## src/rtl/ps2_keymap.sv

```systemverilog
// PS/2 scancode-set-2 to character translator with break/extended prefix tracking,
// shift/ctrl/caps-lock modifiers and a one-deep valid/ready output register.
module ps2_keymap (
    input  logic       clk,
    input  logic       rst,
    input  logic [7:0] sym_data,
    input  logic       sym_valid,
    output logic       sym_ready,
    output logic [7:0] key_data,
    output logic       key_valid,
    input  logic       key_ready,
    output logic       caps_lock
);

    typedef enum logic [1:0] {StIdle, StBrk, StExt, StExtBrk} state_e;

    state_e     state_q, state_d;
    logic       lshift_q, lshift_d, rshift_q, rshift_d, ctrl_q, ctrl_d;
    logic       caps_q, caps_d, caps_held_q, caps_held_d;
    logic       key_valid_q, key_valid_d, sym_ready_q, sym_ready_d;
    logic [7:0] key_data_q, key_data_d;

    logic       is_make, is_brk, is_ext, is_ignored;
    logic [8:0] xl;

    function automatic logic [7:0] pick(input logic shift, input logic [7:0] lo,
                                        input logic [7:0] hi);
        return shift ? hi : lo;
    endfunction

    // Returns {mapped, char} for a non-extended make.
    function automatic logic [8:0] xlate(input logic [7:0] code, input logic shift,
                                         input logic caps, input logic ctrl);
        logic [7:0] letter;
        logic [8:0] r;
        letter = 8'h00;
        r      = 9'h000;
        case (code)
            8'h1C: letter = "a";  8'h32: letter = "b";  8'h21: letter = "c";
            8'h23: letter = "d";  8'h24: letter = "e";  8'h2B: letter = "f";
            8'h34: letter = "g";  8'h33: letter = "h";  8'h43: letter = "i";
            8'h3B: letter = "j";  8'h42: letter = "k";  8'h4B: letter = "l";
            8'h3A: letter = "m";  8'h31: letter = "n";  8'h44: letter = "o";
            8'h4D: letter = "p";  8'h15: letter = "q";  8'h2D: letter = "r";
            8'h1B: letter = "s";  8'h2C: letter = "t";  8'h3C: letter = "u";
            8'h2A: letter = "v";  8'h1D: letter = "w";  8'h22: letter = "x";
            8'h35: letter = "y";  8'h1A: letter = "z";
            default: letter = 8'h00;
        endcase
        if (letter != 8'h00) begin
            if (ctrl)              r = {1'b1, letter & 8'h1F};
            else if (shift ^ caps) r = {1'b1, letter - 8'h20};
            else                   r = {1'b1, letter};
        end else begin
            case (code)
                8'h16: r = {1'b1, pick(shift, "1", "!")};
                8'h1E: r = {1'b1, pick(shift, "2", "@")};
                8'h26: r = {1'b1, pick(shift, "3", "#")};
                8'h25: r = {1'b1, pick(shift, "4", "$")};
                8'h2E: r = {1'b1, pick(shift, "5", "%")};
                8'h36: r = {1'b1, pick(shift, "6", "^")};
                8'h3D: r = {1'b1, pick(shift, "7", "&")};
                8'h3E: r = {1'b1, pick(shift, "8", "*")};
                8'h46: r = {1'b1, pick(shift, "9", "(")};
                8'h45: r = {1'b1, pick(shift, "0", ")")};
                8'h4E: r = {1'b1, pick(shift, "-", "_")};
                8'h55: r = {1'b1, pick(shift, "=", "+")};
                8'h54: r = {1'b1, pick(shift, "[", "{")};
                8'h5B: r = {1'b1, pick(shift, "]", "}")};
                8'h5D: r = {1'b1, pick(shift, 8'h5C, "|")};
                8'h4C: r = {1'b1, pick(shift, ";", ":")};
                8'h52: r = {1'b1, pick(shift, 8'h27, 8'h22)};
                8'h0E: r = {1'b1, pick(shift, 8'h60, "~")};
                8'h41: r = {1'b1, pick(shift, ",", "<")};
                8'h49: r = {1'b1, pick(shift, ".", ">")};
                8'h4A: r = {1'b1, pick(shift, "/", "?")};
                8'h29: r = 9'h120;
                8'h5A: r = 9'h10D;
                8'h66: r = 9'h108;
                8'h0D: r = 9'h109;
                8'h76: r = 9'h11B;
                default: r = 9'h000;
            endcase
        end
        return r;
    endfunction

    function automatic logic [8:0] xlate_ext(input logic [7:0] code);
        case (code)
            8'h75:   return 9'h180;
            8'h72:   return 9'h181;
            8'h6B:   return 9'h182;
            8'h74:   return 9'h183;
            8'h71:   return 9'h17F;
            8'h5A:   return 9'h10D;
            default: return 9'h000;
        endcase
    endfunction

    always_comb begin
        is_ignored = (sym_data == 8'h00) || (sym_data == 8'hAA) || (sym_data == 8'hEE) ||
                     (sym_data == 8'hFA) || (sym_data == 8'hFC) || (sym_data == 8'hFE) ||
                     (sym_data == 8'hFF);
    end

    always_comb begin
        state_d     = state_q;
        lshift_d    = lshift_q;
        rshift_d    = rshift_q;
        ctrl_d      = ctrl_q;
        caps_d      = caps_q;
        caps_held_d = caps_held_q;
        key_valid_d = key_valid_q;
        key_data_d  = key_data_q;
        is_make     = 1'b0;
        is_brk      = 1'b0;
        is_ext      = 1'b0;
        xl          = 9'h000;

        if (key_valid_q && key_ready) key_valid_d = 1'b0;

        if (sym_valid && sym_ready_q) begin
            if (is_ignored) begin
                state_d = StIdle;
            end else begin
                case (state_q)
                    StIdle: begin
                        if (sym_data == 8'hF0)      state_d = StBrk;
                        else if (sym_data == 8'hE0) state_d = StExt;
                        else                        is_make = 1'b1;
                    end
                    StBrk: begin
                        is_brk  = 1'b1;
                        state_d = StIdle;
                    end
                    StExt: begin
                        if (sym_data == 8'hF0) begin
                            state_d = StExtBrk;
                        end else begin
                            is_make = 1'b1;
                            is_ext  = 1'b1;
                            state_d = StIdle;
                        end
                    end
                    default: begin
                        is_brk  = 1'b1;
                        is_ext  = 1'b1;
                        state_d = StIdle;
                    end
                endcase
            end
        end

        if (is_make || is_brk) begin
            // Extended 12/59 are fake shifts and must not touch shift state.
            if (!is_ext) begin
                case (sym_data)
                    8'h12: lshift_d = is_make;
                    8'h59: rshift_d = is_make;
                    8'h58: begin
                        if (is_make) begin
                            if (!caps_held_q) caps_d = ~caps_q;
                            caps_held_d = 1'b1;
                        end else begin
                            caps_held_d = 1'b0;
                        end
                    end
                    default: ;
                endcase
            end
            if (sym_data == 8'h14) ctrl_d = is_make;
        end

        if (is_make) begin
            xl = is_ext ? xlate_ext(sym_data) : xlate(sym_data, lshift_q | rshift_q, caps_q, ctrl_q);
            if (xl[8]) begin
                key_valid_d = 1'b1;
                key_data_d  = xl[7:0];
            end
        end

        sym_ready_d = ~key_valid_d;
    end

    always_ff @(posedge clk or posedge rst) begin
        if (rst) begin
            state_q     <= StIdle;
            lshift_q    <= 1'b0;
            rshift_q    <= 1'b0;
            ctrl_q      <= 1'b0;
            caps_q      <= 1'b0;
            caps_held_q <= 1'b0;
            key_valid_q <= 1'b0;
            key_data_q  <= 8'h00;
            sym_ready_q <= 1'b1;
        end else begin
            state_q     <= state_d;
            lshift_q    <= lshift_d;
            rshift_q    <= rshift_d;
            ctrl_q      <= ctrl_d;
            caps_q      <= caps_d;
            caps_held_q <= caps_held_d;
            key_valid_q <= key_valid_d;
            key_data_q  <= key_data_d;
            sym_ready_q <= sym_ready_d;
        end
    end

    assign sym_ready = sym_ready_q;
    assign key_valid = key_valid_q;
    assign key_data  = key_data_q;
    assign caps_lock = caps_q;

endmodule

```

## config.mk

```make
export PLATFORM = sky130hd
export DESIGN_NAME = ps2_keymap
export DESIGN_NICKNAME = d
export VERILOG_FILES = /design/src/rtl/ps2_keymap.sv
export SDC_FILE = /design/constraint.sdc
export NUM_CORES = 1
export LEC_CHECK = 0
export CAP_MARGIN = 0
export CORE_ASPECT_RATIO = 1.2
export CORE_MARGIN = 10
export CORE_UTILIZATION = 57
export DETAILED_ROUTE_END_ITERATION = 6
export PLACE_DENSITY = 0.79
export SYNTH_ARGS = -nofsm -noshare
export SYNTH_HDL_FRONTEND = slang
export SYNTH_SLANG_ARGS = --single-unit
export TNS_END_PERCENT = 20
```

## constraint.sdc

```tcl
create_clock -name clk -period 5.9 [get_ports clk]
set_input_delay 1.18 -clock clk [delete_from_list [all_inputs] [get_ports clk]]
set_output_delay 1.18 -clock clk [all_outputs]
set_load 0.005 [all_outputs]
```

==> key figures <==
Timing
  • Fmax: 223.0 MHz
  • Hold Fails Final Rpt: 0
  • Clock Skews: 0.006358 ns
  • Fin crit share: 0.7600
  • Relative slew slack: 0.3435
  • Worst Setup Slack, final: 1.416 ns
  • Final setup viols: 0
  • Max-slew violation count: 0
  • Worst Tran Pin Value: 0.9817 ns
  • Crit path time final: 4.484 ns
  • RSZ-0062 raised after global routing: no
  • Setup TNS: 0 ns

Hold path
  • Worst hold path class: flop to flop
  • Hold Crit Endpoint: key_data[6]$_DFFE_PP0P_
  • Min-delay src: key_data[6]$_DFFE_PP0P_
  • Hold Path Depth: 2

Yosys
  • Post-Syn Area: 0.002471 mm2
  • Post-synth EDFFs: 0
  • Top post-synthesis cells by area: dfrtp_1, ha_1, nand2_1, nor2_1, nand2b_1
  • Simple-gate portion of the synthesized area: 0.3347
  • Yosys reg bits: 17
  • Post-Synth Adder-Cell Area: 0.04557
  • Largest family of logic cells by synthesized area: simple AND/OR/NAND/NOR gates
  • Top FF cell, synth: dfrtp_1
  • Top cell type by total area after synthesis: dfrtp_1
  • Post-Synth XOR/XNOR Area: 0.01063
  • Share of the synthesized area in the top cell type: 0.1620
  • Syn Area/Cell: 7.651 um2
  • Compound-gate portion of the synthesized area: 0.2932
  • Sequential area share after synthesis: 0.1727
  • Most instantiated cells after synthesis: nand2_1, nor2_1, dfrtp_1
  • Ys async rst share: 1.000
  • Most frequent cell after synthesis: nand2_1
  • Mapped Nets: 344
  • Synth warn: 0
  • Mux share of post-synthesis cell area: 0.04962
  • Netlist cell types: 81
  • Post-Synthesis Cells: 323

Routing
  • Wire length on met1: 3011 um
  • Vias per cell: 6.832
  • Vias post-DR: 2603
  • First-pass detailed-route iteration total: 5
  • WL per Instance: 18.74 um
  • Met2 wire length: 3219 um
  • DRC viols: 0
  • Top layer in use: met4
  • Remaining antenna violation count: 0
  • Met3 WL post-DR: 685 um
  • Initial DRC Count: 223
  • Detailed Route WL: 7139 um

Floorplan
  • Die footprint: 0.007380 mm2
  • Die Width: 80.11 um
  • Core area: 0.004229 mm2
  • FP Rows: 26
  • IO Count: 23
  • Die span in y: 92.13 um
  • Starting Density: 0.5843

Setup path
  • Critical Path RT: 6.04 ns
  • Worst Path Class, Setup: input port to flop
  • Worst r2r src: state_q[0]$_DFFE_PP0P_
  • Crit start category: input port
  • Crit-path max FO: 29
  • FF-to-FF End: key_data[0]$_DFFE_PP0P_
  • Worst r2r path cells: 7
  • FF-to-FF setup slack: 3.40 ns
  • CP Data Arrival Time: 4.62 ns
  • CP endpoint kind: flop

Clocking
  • CTS tree: done
  • CTS resizes: 0
  • Clock sinks: 17
  • Htree depth: 1
  • Clock latency on the worst-skew pair: 0.25 ns
  • Bufs on Longest Clock Path: 2
  • Hold buffer count at CTS: 0
  • Number of buffers created by CTS: 3
  • Root Driver: clkbuf_8
  • Post-CTS setup buffer count: 0
  • Clk slew on worst S/H paths: 0.07 ns

Final layout
  • Post-synthesis to final-layout area growth: 7.443%
  • Fraction of layout cells with a size suffix above 1: 0.09846
  • Nets: 347
  • # diodes: 0
  • Filler instances: 397

Global routing
  • Vias in the first global route: 2471
  • Total GRT Usage: 0.1855
  • First-pass GRT wire length: 11720 um
  • Initial antenna violation count: 0
  • Grt ovf: 0
  • Largest net degree at the start of global routing: 30

Power and ir drop
  • Power per cell area: 158.0 mW/mm2
  • P_leak: 0.9974 nW
  • Peak VDD IR: 58.93 uV

Placed design
  • Final Wtd Congestion: 1.006
  • Dpl ws: 1.228 ns
  • PortBufs: 22
  • Hpwl dp: 5273 um

Status
  • Status: finished clean

Job
  • Max Cap Viol: 0
## routing by layer
metal	vias to the layer above	global-route usage
met5	-	0
met4	0	0.07353
met3	23	0.02051
met2	160	0.2996
met1	1194	0.2425
li1	1226	-
## kinds of logic (layout without fill, tap and decap cells)
| group | after synthesis | count (layout) |
|---|---|---|
| AOI/OAI and AO/OA | 100 | 100 |
| xor gates and xnor gates | 3 | 3 |
| adders and majority gates | 9 | 9 |
| buffers and inverters | 41 | 43 |
| DFF | 17 | 17 |
| muxes | 11 | 11 |
| and+or+nand+nor | 142 | 142 |
## worst max path at each step
stage | startpoint | end | cells after the start
4_1_cts | sym_data[1] | key_data[0]$_DFFE_PP0P_ | 10
5_1_grt | sym_data[5] | key_data[0]$_DFFE_PP0P_ | 9
3_5_place_dp | sym_data[1] | key_data[0]$_DFFE_PP0P_ | 10
2_1_floorplan | sym_data[0] | key_data[6]$_DFFE_PP0P_ | 11
6_report | sym_data[5] | key_data[0]$_DFFE_PP0P_ | 9
3_3_place_gp | sym_data[5] | key_data[0]$_DFFE_PP0P_ | 9
## registers in the layout, indices dropped and copies added (netlist names)
name         count
caps_held_q      1
state_q          2
ctrl_q           1
key_valid        1
lshift_q         1
rshift_q         1
caps_lock        1
sym_ready        1
key_data         8
## power by group
| part | leakage, nW | internal, mW | total, mW | switching, mW |
|---|---|---|---|---|
| registers | 0.223 | 0.136 | 0.147 | 0.0103 |
| logic | 0.749 | 0.0860 | 0.188 | 0.102 |
| clock network | 0.0255 | 0.0467 | 0.0849 | 0.0382 |
## layout by cell type, fill, tap and decap left out, drive strengths merged, types with 3 or more instances in the layout
cell,netlist,routed
buf,22,4
clkbuf,6,3
a31oi,7,7
and3,3,3
dfrtp,16,16
nor2b,9,9
o22ai,6,6
mux2,7,7
nand3,14,14
nor4,5,5
or3,3,3
a211oi,3,3
nand4,3,3
nand2,28,28
o21ai,18,18
clkdlybuf4s50,0,22
a21o,3,3
o21a,6,6
nand2b,12,12
inv,12,12
or4b,5,5
o211ai,5,5
o31ai,6,6
o32a,3,3
nor3,15,15
mux2i,4,4
a21oi,15,15
o221ai,3,3
ha,9,9
and3b,3,3
nor2,25,25
## stage by stage
step / cells / util / area, um2 / power (mW) / hold slack (ns)
after floorplan: 323 / - / 2471 / 0.2699 / 0.4698
after global placement: 377 / 0.6169 / 2609 / 0.3323 / 0.4639
after global routing: 381 / 0.6278 / 2655 / 0.4449 / 0.5059
after CTS: 381 / 0.6278 / 2655 / 0.4205 / 0.4908
final: 381 / 0.6278 / 2655 / 0.4195 / 0.4845
after detailed placement: 377 / 0.6169 / 2609 / 0.3356 / 0.4770
## layout make-up
cell class	count	area, um2	area share
clock buffer	3	41.29	0.01555
clock inverter	1	5.005	0.001885
inverter	13	48.80	0.01838
multi-input combinational	265	1813	0.6828
sequential	17	426.7	0.1607
tap	56	70.07	0.02639
timing repair buffer	26	250.2	0.09425
## critical path, stage by stage
cell and delay [ns]:
clkdlybuf4s50_1 0.92, nand4bb_1 0.67, a21boi_1 0.13, o221ai_1 0.31, o211ai_1 0.22, or4_4 0.57, o21ai_4 0.35, a221oi_1 0.09
a21o_1 0.17
Power figures use the tool's default switching activity.
